**config.mk**
```make
export PLATFORM = sky130hd
export DESIGN_NAME = irq_ctrl_din
export DESIGN_NICKNAME = d
export VERILOG_FILES = /design/src/rtl/irq_ctrl_din_pkg.sv /design/src/rtl/irq_ctrl_din_prio_enc.sv /design/src/rtl/irq_ctrl_din.sv
export SDC_FILE = /design/constraint.sdc
export NUM_CORES = 1
export LEC_CHECK = 0
export BUFFER_PORTS_ARGS = -buffer_cell sky130_fd_sc_hd__buf_2
export CAP_MARGIN = 30
export CORE_MARGIN = 2
export CORE_UTILIZATION = 35
export DETAILED_ROUTE_END_ITERATION = 10
export PLACE_DENSITY = 0.65
export SYNTH_ARGS = -nofsm -noshare
export SYNTH_HDL_FRONTEND = slang
export SYNTH_SLANG_ARGS = --single-unit
```
**constraint.sdc**
```tcl
create_clock -name clk -period 6.5 [get_ports clk]
set_input_delay 0.975 -clock clk [delete_from_list [all_inputs] [get_ports clk]]
set_output_delay 0.975 -clock clk [all_outputs]
set_load 0.02 [all_outputs]
```
**src/rtl/irq_ctrl_din_pkg.sv**
```systemverilog
// Shared types and constants for the irq_ctrl_din interrupt controller.
package irq_ctrl_din_pkg;

  typedef enum logic [1:0] {
    IDLE    = 2'd0,
    REQ     = 2'd1,
    SERVICE = 2'd2
  } irq_state_e;

  localparam int MAX_IRQ          = 32;
  localparam int IRQ_TIMER_IDX    = 0;
  localparam int IRQ_EBREAK_IDX   = 1;
  localparam int IRQ_BUSERROR_IDX = 2;

endpackage

```
**src/rtl/irq_ctrl_din_prio_enc.sv**
```systemverilog
// Fixed-priority encoder: the lowest set index of eff_i wins.
module irq_prio_enc
  import irq_ctrl_din_pkg::*;
#(
  parameter int N    = MAX_IRQ,
  parameter int ID_W = $clog2(N)
) (
  input  logic [N-1:0]    eff_i,
  output logic            valid_o,
  output logic [ID_W-1:0] id_o
);

  // Scan from the top down so the last hit (lowest index) is what remains.
  always_comb begin
    valid_o = 1'b0;
    id_o    = '0;
    for (int i = N - 1; i >= 0; i--) begin
      if (eff_i[i]) begin
        valid_o = 1'b1;
        id_o    = ID_W'(i);
      end
    end
  end

endmodule

```
**src/rtl/irq_ctrl_din.sv**
```systemverilog
// Parametrised interrupt controller with req/ack/eoi handshake and lost-edge trap.
// Optional internal down-counter timer on channel IRQ_TIMER: define IRQ_CTRL_DIN_TIMER_EN.
module irq_ctrl_din
  import irq_ctrl_din_pkg::*;
#(
  parameter int                 NUM_IRQ     = 32,
  parameter logic [MAX_IRQ-1:0] MASKED_IRQ  = 32'h0000_0000,
  parameter logic [MAX_IRQ-1:0] LATCHED_IRQ = 32'hffff_ffff,
  parameter int                 IRQ_TIMER   = IRQ_TIMER_IDX,
  parameter int                 TIMER_W     = 16,
  parameter int                 ID_W        = $clog2(NUM_IRQ)
) (
  input  logic               clk,
  input  logic               reset,
  input  logic [NUM_IRQ-1:0] irq_in,
`ifdef IRQ_CTRL_DIN_TIMER_EN
  input  logic               timer_load,
  input  logic [TIMER_W-1:0] timer_wdata,
`endif
  input  logic               mask_wr,
  input  logic [NUM_IRQ-1:0] mask_wdata,
  output logic [NUM_IRQ-1:0] irq_mask,
  output logic [NUM_IRQ-1:0] irq_pending,
  output logic               irq_req,
  output logic [ID_W-1:0]    irq_id,
  input  logic               irq_ack,
  input  logic               irq_eoi,
  output logic               trap,
  input  logic               trap_clr
);

  localparam logic [NUM_IRQ-1:0] STATIC_MASK = MASKED_IRQ[NUM_IRQ-1:0];
`ifdef IRQ_CTRL_DIN_TIMER_EN
  localparam logic [NUM_IRQ-1:0] TIMER_BIT = {{(NUM_IRQ-1){1'b0}}, 1'b1} << IRQ_TIMER;
  localparam logic [NUM_IRQ-1:0] LATCH_SEL = LATCHED_IRQ[NUM_IRQ-1:0] | TIMER_BIT;
`else
  localparam logic [NUM_IRQ-1:0] LATCH_SEL = LATCHED_IRQ[NUM_IRQ-1:0];
`endif

  irq_state_e         state_q;
  logic               req_q;
  logic [ID_W-1:0]    id_q;
  logic [NUM_IRQ-1:0] mask_q, mask_d;
  logic [NUM_IRQ-1:0] pending_q, pending_d;
  logic [NUM_IRQ-1:0] prev_q;
  logic               trap_q, trap_d;
  logic [NUM_IRQ-1:0] rise_vec;
  logic [NUM_IRQ-1:0] eff;
  logic               enc_valid;
  logic [ID_W-1:0]    enc_id;
  logic               ack_fire;

`ifdef IRQ_CTRL_DIN_TIMER_EN
  logic [TIMER_W-1:0] timer_q, timer_d;
  logic               tmr_fire;

  // Only a decrement from 1 fires; a load (including a load of 0) never does.
  always_comb begin
    tmr_fire = !timer_load && (timer_q == TIMER_W'(1));
    if (timer_load)
      timer_d = timer_wdata;
    else if (timer_q != '0)
      timer_d = timer_q - TIMER_W'(1);
    else
      timer_d = timer_q;
  end

  always_ff @(posedge clk or posedge reset) begin
    if (reset) timer_q <= '0;
    else       timer_q <= timer_d;
  end
`endif

  always_comb begin
    rise_vec = irq_in & ~prev_q;
`ifdef IRQ_CTRL_DIN_TIMER_EN
    rise_vec[IRQ_TIMER] = tmr_fire;
`endif
  end

  assign ack_fire = (state_q == REQ) && irq_ack;

  // A new edge beats a same-cycle ack clear; level channels just follow the line.
  always_comb begin
    pending_d = pending_q;
    for (int i = 0; i < NUM_IRQ; i++) begin
      if (LATCH_SEL[i]) begin
        if (ack_fire && (id_q == ID_W'(i))) pending_d[i] = 1'b0;
        if (rise_vec[i])                    pending_d[i] = 1'b1;
      end else begin
        pending_d[i] = irq_in[i];
      end
    end
  end

  always_comb begin
    trap_d = trap_q & ~trap_clr;
    if (|(rise_vec & pending_q & LATCH_SEL)) trap_d = 1'b1;
    mask_d = mask_wr ? mask_wdata : mask_q;
  end

  always_ff @(posedge clk or posedge reset) begin
    if (reset) begin
      mask_q    <= '0;
      pending_q <= '0;
      prev_q    <= '0;
      trap_q    <= 1'b0;
    end else begin
      mask_q    <= mask_d;
      pending_q <= pending_d;
      prev_q    <= irq_in;
      trap_q    <= trap_d;
    end
  end

  assign eff = pending_q & ~mask_q & ~STATIC_MASK;

  irq_prio_enc #(
    .N    (NUM_IRQ),
    .ID_W (ID_W)
  ) u_prio_enc (
    .eff_i   (eff),
    .valid_o (enc_valid),
    .id_o    (enc_id)
  );

  // Once raised, the request and its id stay put until the core acks.
  always_ff @(posedge clk or posedge reset) begin
    if (reset) begin
      state_q <= IDLE;
      req_q   <= 1'b0;
      id_q    <= '0;
    end else begin
      case (state_q)
        IDLE: begin
          if (enc_valid) begin
            id_q    <= enc_id;
            req_q   <= 1'b1;
            state_q <= REQ;
          end
        end
        REQ: begin
          if (irq_ack) begin
            req_q   <= 1'b0;
            state_q <= SERVICE;
          end
        end
        SERVICE: begin
          if (irq_eoi) state_q <= IDLE;
        end
        default: begin
          req_q   <= 1'b0;
          state_q <= IDLE;
        end
      endcase
    end
  end

  assign irq_mask    = mask_q;
  assign irq_pending = pending_q;
  assign irq_req     = req_q;
  assign irq_id      = id_q;
  assign trap        = trap_q;

endmodule
```
==> qor.yml, run 1 <==
detailed_routing:
  num_vias: 3826
  firstDrtPassIters: 4
  first_iter_violations: 265
  ant_nets: 0
  wl_per_cell_um: 17.7
  drt_wl_total_mm: 13.2
  via_per_inst: 5.14
  drc: 0
sta:
  rsz0062_at_grt: "no"
  maxSlewViolCount: 0
  slew_headroom_pct: 41.4
  worstMarginPinSlew_ps: 879
  worst_slack_ps: 4490
  tns_ps: 0
  min_period_over_period_pct: 30.9
  fmax_mhz: 498
  clock_skew_ps: 8.99
  min_period_ps: 2010
  hold_violations: 0
  report.final.setup_viol: 0
finish:
  nNetsFinal: 635
  fin_area_mm2: 0.00596
  stdcell_count: 745
  seq_area_mm2: 0.00263
  syn2layout_area_growth_pct: 25.4
  drive_gt1_share_pct: 37.4
  multiInputGateArea_mm2: 0.00196
  n_fill_cell: 1272
  n_antenna_cell: 0
logic_synthesis:
  async_reset_ff_share_pct: 100
  syn_nets: 488
  yosysTopAreaCell: "dfrtp_1"
  ys_seq_area_share_pct: 55.3
  synth_flop_cell: "dfrtp_1"
  ys_ff_latch: 105
  synthesis.area_mm2: 0.00475
  synth.top_cell.area_share_pct: 55.3
  synth_edf_count: 0
  avgSynthCellArea_um2: 11.4
  synth_warnings: 0
  ys_types: 44
  syn_inst: 418
  synth.most_common_cell: "dfrtp_1"
  synth_area_leaders: "dfrtp_1 (55%), mux2_2 (7.6%), o21ai_0 (7.3%)"
  synthTopCellsByCount: "dfrtp_1 (105), o21ai_0 (69), inv_1 (38)"
floorplanning:
  die_area_mm2: 0.0145
  rows: 42
  core-area_mm2: 0.0132
  die_w_um: 120
  num_io_pins: 141
  chipHeight_um: 120
  start_util_pct: 35.9
place:
  place_area_mm2: 0.00566
  dp_slack_ps: 4140
  gp_congestion: 0.847
  numPortBuffers: 140
  dp_hpwl_mm: 10.1
  placed_cells: 730
global_routing:
  grt_util_met3_pct: 4.53
  grt_use_met1_pct: 25.2
  top_usage_layer: "met2"
  antenna_found_initial: 0
  grt_pass1_vias: 3755
  gr-usage-met2_pct: 28.6
  grt_max_degree: 71
  grt_usage_pct: 18.4
  gr-total-overflow: 0
  grt_pass1_wl_mm: 20.3
worst_hold_path:
  hold_path.class: "flop to flop"
pwr:
  comb_power_share_pct: 25.5
  internal-power_uw: 1200
  total_power_uw: 1820
  max-vdd-ir-drop_v: 0.000123
  swShare_pct: 33.9
  pwr-share-seq_pct: 44.3
  p_per_area_mw_per_mm2: 305
  p_leak_uw: 0.00266
  switching_power_uw: 616
  p_clk_share_pct: 30.2
clocking:
  clock_sinks: 105
  numCtsBuffers: 9
  clk_latency_ps: 350
  tritoncts: "done"
  cts_root_buffer: "clkbuf_16"
  ctsResizeCount: 0
  postCtsSetupRepairBufs: 0
  clkTransAtPathRegs_ps: 70
  holdBufCountCts: 0
  cts_max_path_buffers: 2
  cts_max_level: 3
critical_path:
  path_buf_inv: 1
  slowest_stage: "dfrtp_1"
  crit_family: "flip-flops"
  cp_cell_sequence: "buf_2"
  worstPathArrival_ps: 1030
  crit_fanout: 7
  crit_type: "flop to primary output"
  cp.required_ps: 5520
  end_kind: "primary output"
  start_kind: "flop"
  critPathMaxStageDelay_ps: 460
job:
  drv_cap: 0
outcome:
  status: "finished, final reports clean"
[stage by stage]
| stage | util (%) | hold slack (ps) |
|---|---|---|
| detailed placement | 42.8 | 430 |
| floorplan | - | 415 |
| CTS | 45.0 | 439 |
| global placement | 42.8 | 420 |
| finish | 45.0 | 434 |
| global route | 45.0 | 453 |
[path summary, 6_finish.rpt]
| check | from | to | slack, ps | cells past startpoint |
|---|---|---|---|---|
| max | irq_id[3] | irq_id[3] | 4490 | 1 |
| min | prev_q[30] | irq_pending[30] | 430 | 1 |
| max reg2reg | irq_mask[0] | irq_id[0] | 4610 | 5 |
| min reg2reg | prev_q[30] | irq_pending[30] | 430 | 1 |
| max in group asynchronous | reset | prev_q[1] | 4620 | 3 |
| min in group asynchronous | reset | prev_q[14] | 640 | 2 |
[power by group through the flow]
| stage | registers [uW] | clock network (uW) | logic, uW |
|---|---|---|---|
| detailed placement | 816 | 0 | 461 |
| CTS | 804 | 558 | 463 |
| global route | 817 | 586 | 502 |
| floorplan | 868 | 0 | 228 |
| global placement | 811 | 0 | 454 |
| finish | 806 | 549 | 464 |
[per-layer routing]
| layer | wire [um] | vias up |
|---|---|---|
| met5 | 0 | - |
| met4 | 278 | 0 |
| met3 | 855 | 23 |
| met2 | 6090 | 137 |
| met1 | 5970 | 1892 |
| li1 | - | 1774 |
[layout make-up]
cell class	count	area share, %
Clock buffer	11	4.07
Clock inverter	4	0.903
Inverter	38	2.44
Multi-Input combinational cell	270	32.9
Sequential cell	105	44.1
Tap cell	176	3.70
Timing Repair Buffer	141	11.9
[flip-flops by register name (all words and copies together) (netlist names)]
signal,flops
prev_q,32
irq_pending,32
state_q,2
irq_mask,32
trap,1
irq_id,5
irq_req,1
[placed cells by master (no fill, tap or decap), types with 2 or more instances in the layout]
cell        synthesis  final
a211oi_1            6      6
a21oi_1             6      6
a31oi_1             4      4
buf_2               0    140
clkbuf_16           0      9
clkinvlp_4          0      2
dfrtp_1           105    105
inv_1              38     37
mux2_2             32     32
nand2_1            18     18
nand2b_1           17     17
nand3_1             5      5
nand3b_1           25     25
nand4_1             6      6
nor2_1             10     10
nor2b_1            17     17
nor2b_2             2      2
nor2b_4            10     10
nor3_1              5      5
nor3b_1             2      2
nor4_1              2      2
nor4_4              6      6
o21ai_0            69     69
o311ai_0            3      3
o31ai_1             3      3
or2_2               3      3
[worst reg2reg max path: stages (launching register included)]
cell,delay (ps)
dfrtp_1,430
nand2b_1,210
a221oi_2,290
or3b_1,420
a211oi_1,300
o31ai_1,110
[cells by family (layout without fill, tap and decap cells)]
group | after synthesis | after routing | synth area share, %
simple gates | 135 | 135 | 20.8
compound gates | 103 | 103 | 12.9
mux | 32 | 32 | 7.59
buf+inv | 43 | 194 | 3.40
flops | 105 | 105 | 55.3
No activity file was read; power rests on OpenSTA's default activity.
==> run 2, diff against run 1 <==
==> constraint.sdc (replaced) <==
create_clock -name clk -period 1.94 [get_ports clk]
set_input_delay 0.291 -clock clk [delete_from_list [all_inputs] [get_ports clk]]
set_output_delay 0.291 -clock clk [all_outputs]
set_load 0.02 [all_outputs]
==> qor.yml, run 2 (same netlist as run 1, synthesis figures left out) <==
outcome:
  status: "finished, final reports clean"
critical_path:
  worst_r2r_startpoint: "irq_pending[27]"
  ff2ff_setup_slack_ps: 80  # -4530 ps
  crit_fanout: 5  # -2
  crit_end: "irq_id[0]"
  cp.required_ps: 2160  # -3360 ps
  r2r_end: "irq_id[0]"
  start_kind: "flop"
  end_kind: "flop"
  cp-startpoint: "irq_pending[27]"
  crit_type: "flop to flop"
  rr_worst_depth: 6  # +1
  worstPathArrival_ps: 2080  # +1050 ps
floorplanning:
  start_util_pct: 35.9  # unchanged
  chipHeight_um: 120  # unchanged
  die_w_um: 120  # unchanged
  die_area_mm2: 0.0145  # unchanged
  rows: 42  # unchanged
  num_io_pins: 141  # unchanged
  core-area_mm2: 0.0132  # unchanged
place:
  numPortBuffers: 140  # unchanged
  dp_hpwl_mm: 10.1  # -0.48%
  place_area_mm2: 0.00573  # +1.1%
  gp_congestion: 0.929  # +9.7%
  placed_cells: 735  # +0.68%
finish:
  layout_commonest_cell: "buf_2"
  layout_common_cells: "buf_2 (140), dfrtp_1 (105), o21ai_0 (69)"
  drive_gt1_share_pct: 38.4  # +1.0 points
  syn2layout_area_growth_pct: 26.1
  fin_area_mm2: 0.00599  # +0.55%
  stdcell_count: 751  # +0.81%
  nNetsFinal: 640  # +0.79%
  n_antenna_cell: 0  # unchanged
  n_fill_cell: 1258  # -1.1%
worst_hold_path:
  hold_path.class: "input pin to flop"
detailed_routing:
  num_vias: 3785  # -1.1%
  drc: 0  # unchanged
  wl_per_cell_um: 17.6  # -0.44%
  first_iter_violations: 245  # -7.5%
  firstDrtPassIters: 4  # unchanged
  drt_wl_total_mm: 13.2  # +0.36%
  via_per_inst: 5.04  # -1.9%
  ant_nets: 0  # unchanged
sta:
  hold_violations: 0  # unchanged
  min_period_over_period_pct: 95.9
  rsz0062_at_grt: "no"
  worstMarginPinSlew_ps: 573  # -306 ps
  maxSlewViolCount: 0  # unchanged
  fmax_mhz: 538
  report.final.setup_viol: 0  # unchanged
  clock_skew_ps: 5.42  # -3.57 ps
  tns_ps: 0  # unchanged
  min_period_ps: 1860
  slew_headroom_pct: 61.8  # +20 points
clocking:
  clkTransAtPathRegs_ps: 70  # about the same
  numCtsBuffers: 9  # unchanged
  tritoncts: "done"
  cts_max_level: 3  # unchanged
  holdBufCountCts: 0  # unchanged
  cts_root_buffer: "clkbuf_16"
  clock_sinks: 105  # unchanged
  cts_max_path_buffers: 2  # unchanged
  clk_latency_ps: 350  # about the same
global_routing:
  grt_max_degree: 106  # +49%
  gr-total-overflow: 0  # unchanged
  grt_usage_pct: 18.6  # +0.18 points
  grt_pass1_vias: 3672  # -2.2%
  antenna_found_initial: 0  # unchanged
  grt_pass1_wl_mm: 20.4  # +0.81%
pwr:
  p_per_area_mw_per_mm2: 992  # +230%
  p_leak_uw: 0.00269  # +1.0%
  max-vdd-ir-drop_v: 0.000646  # +430%
job:
  drv_cap: 0  # unchanged
[run 2: how the worst min path moves through the flow]
stage	start	slack [ps]	to	cells past startpoint
after global routing	irq_in[17]	40	prev_q[17]	1
after detailed placement	irq_in[26]	410	prev_q[26]	1
final	irq_in[17]	50	prev_q[17]	1
after CTS	irq_in[26]	40	prev_q[26]	1
after global placement	irq_in[17]	410	prev_q[17]	1
after floorplan	irq_in[0]	320	prev_q[0]	0
[run 2: final cells by class]
type | instances | area, um2 | area share [%]
clock buffer | 9 | 225 | 3.76
tap | 176 | 220 | 3.68
inverter | 38 | 146 | 2.44
sequential | 105 | 2630 | 43.9
timing repair buffer | 146 | 771 | 12.9
clock inverter | 7 | 37.5 | 0.627
multi-input combinational | 270 | 1960 | 32.8
[run 2: worst max-delay path, cell delays in order (launching register included)]
cell and delay (ps):
dfrtp_1 420, nor2b_2 200, a211o_1 270, a211oi_1 270, o32ai_1 180, a211oi_1 290
o31ai_1 110
[run 2: routing by layer]
layer / wire length, um / share of wire [%] / up-vias / global-route usage, %
li1: - / - / 1786 / -
met1: 6060 / 46 / 1871 / 25.7
met2: 6120 / 46 / 110 / 28.5
met3: 818 / 6.2 / 18 / 4.53
met4: 239 / 1.8 / 0 / 6.54
met5: 0 / 0 / - / 0
[run 2: timing repair]
action                                  in CTS  in global routing
buffers inserted                             0                  0
endpoints found under the setup margin       0                  1
resized for setup                            0                  1
[run 2: report_power, final]
part	switching (uW)	internal, uW	total, uW
Sequential	264	2430	2700
Clock	810	857	1670
Combinational	995	588	1580
Total	2070	3880	5950
[run 2: per-stage QoR]
step                      hold WS (ps)  setup WS, ps  utilization (%)  power, uW
final                             53.6          79.6             45.2       5950
after global placement             412           204             43.2       4280
after detailed placement           413           128             43.2       4310
after floorplan                    322           237                -       3670
after CTS                         44.5           108             45.2       5980
after global routing              43.9          25.3             45.2       6270
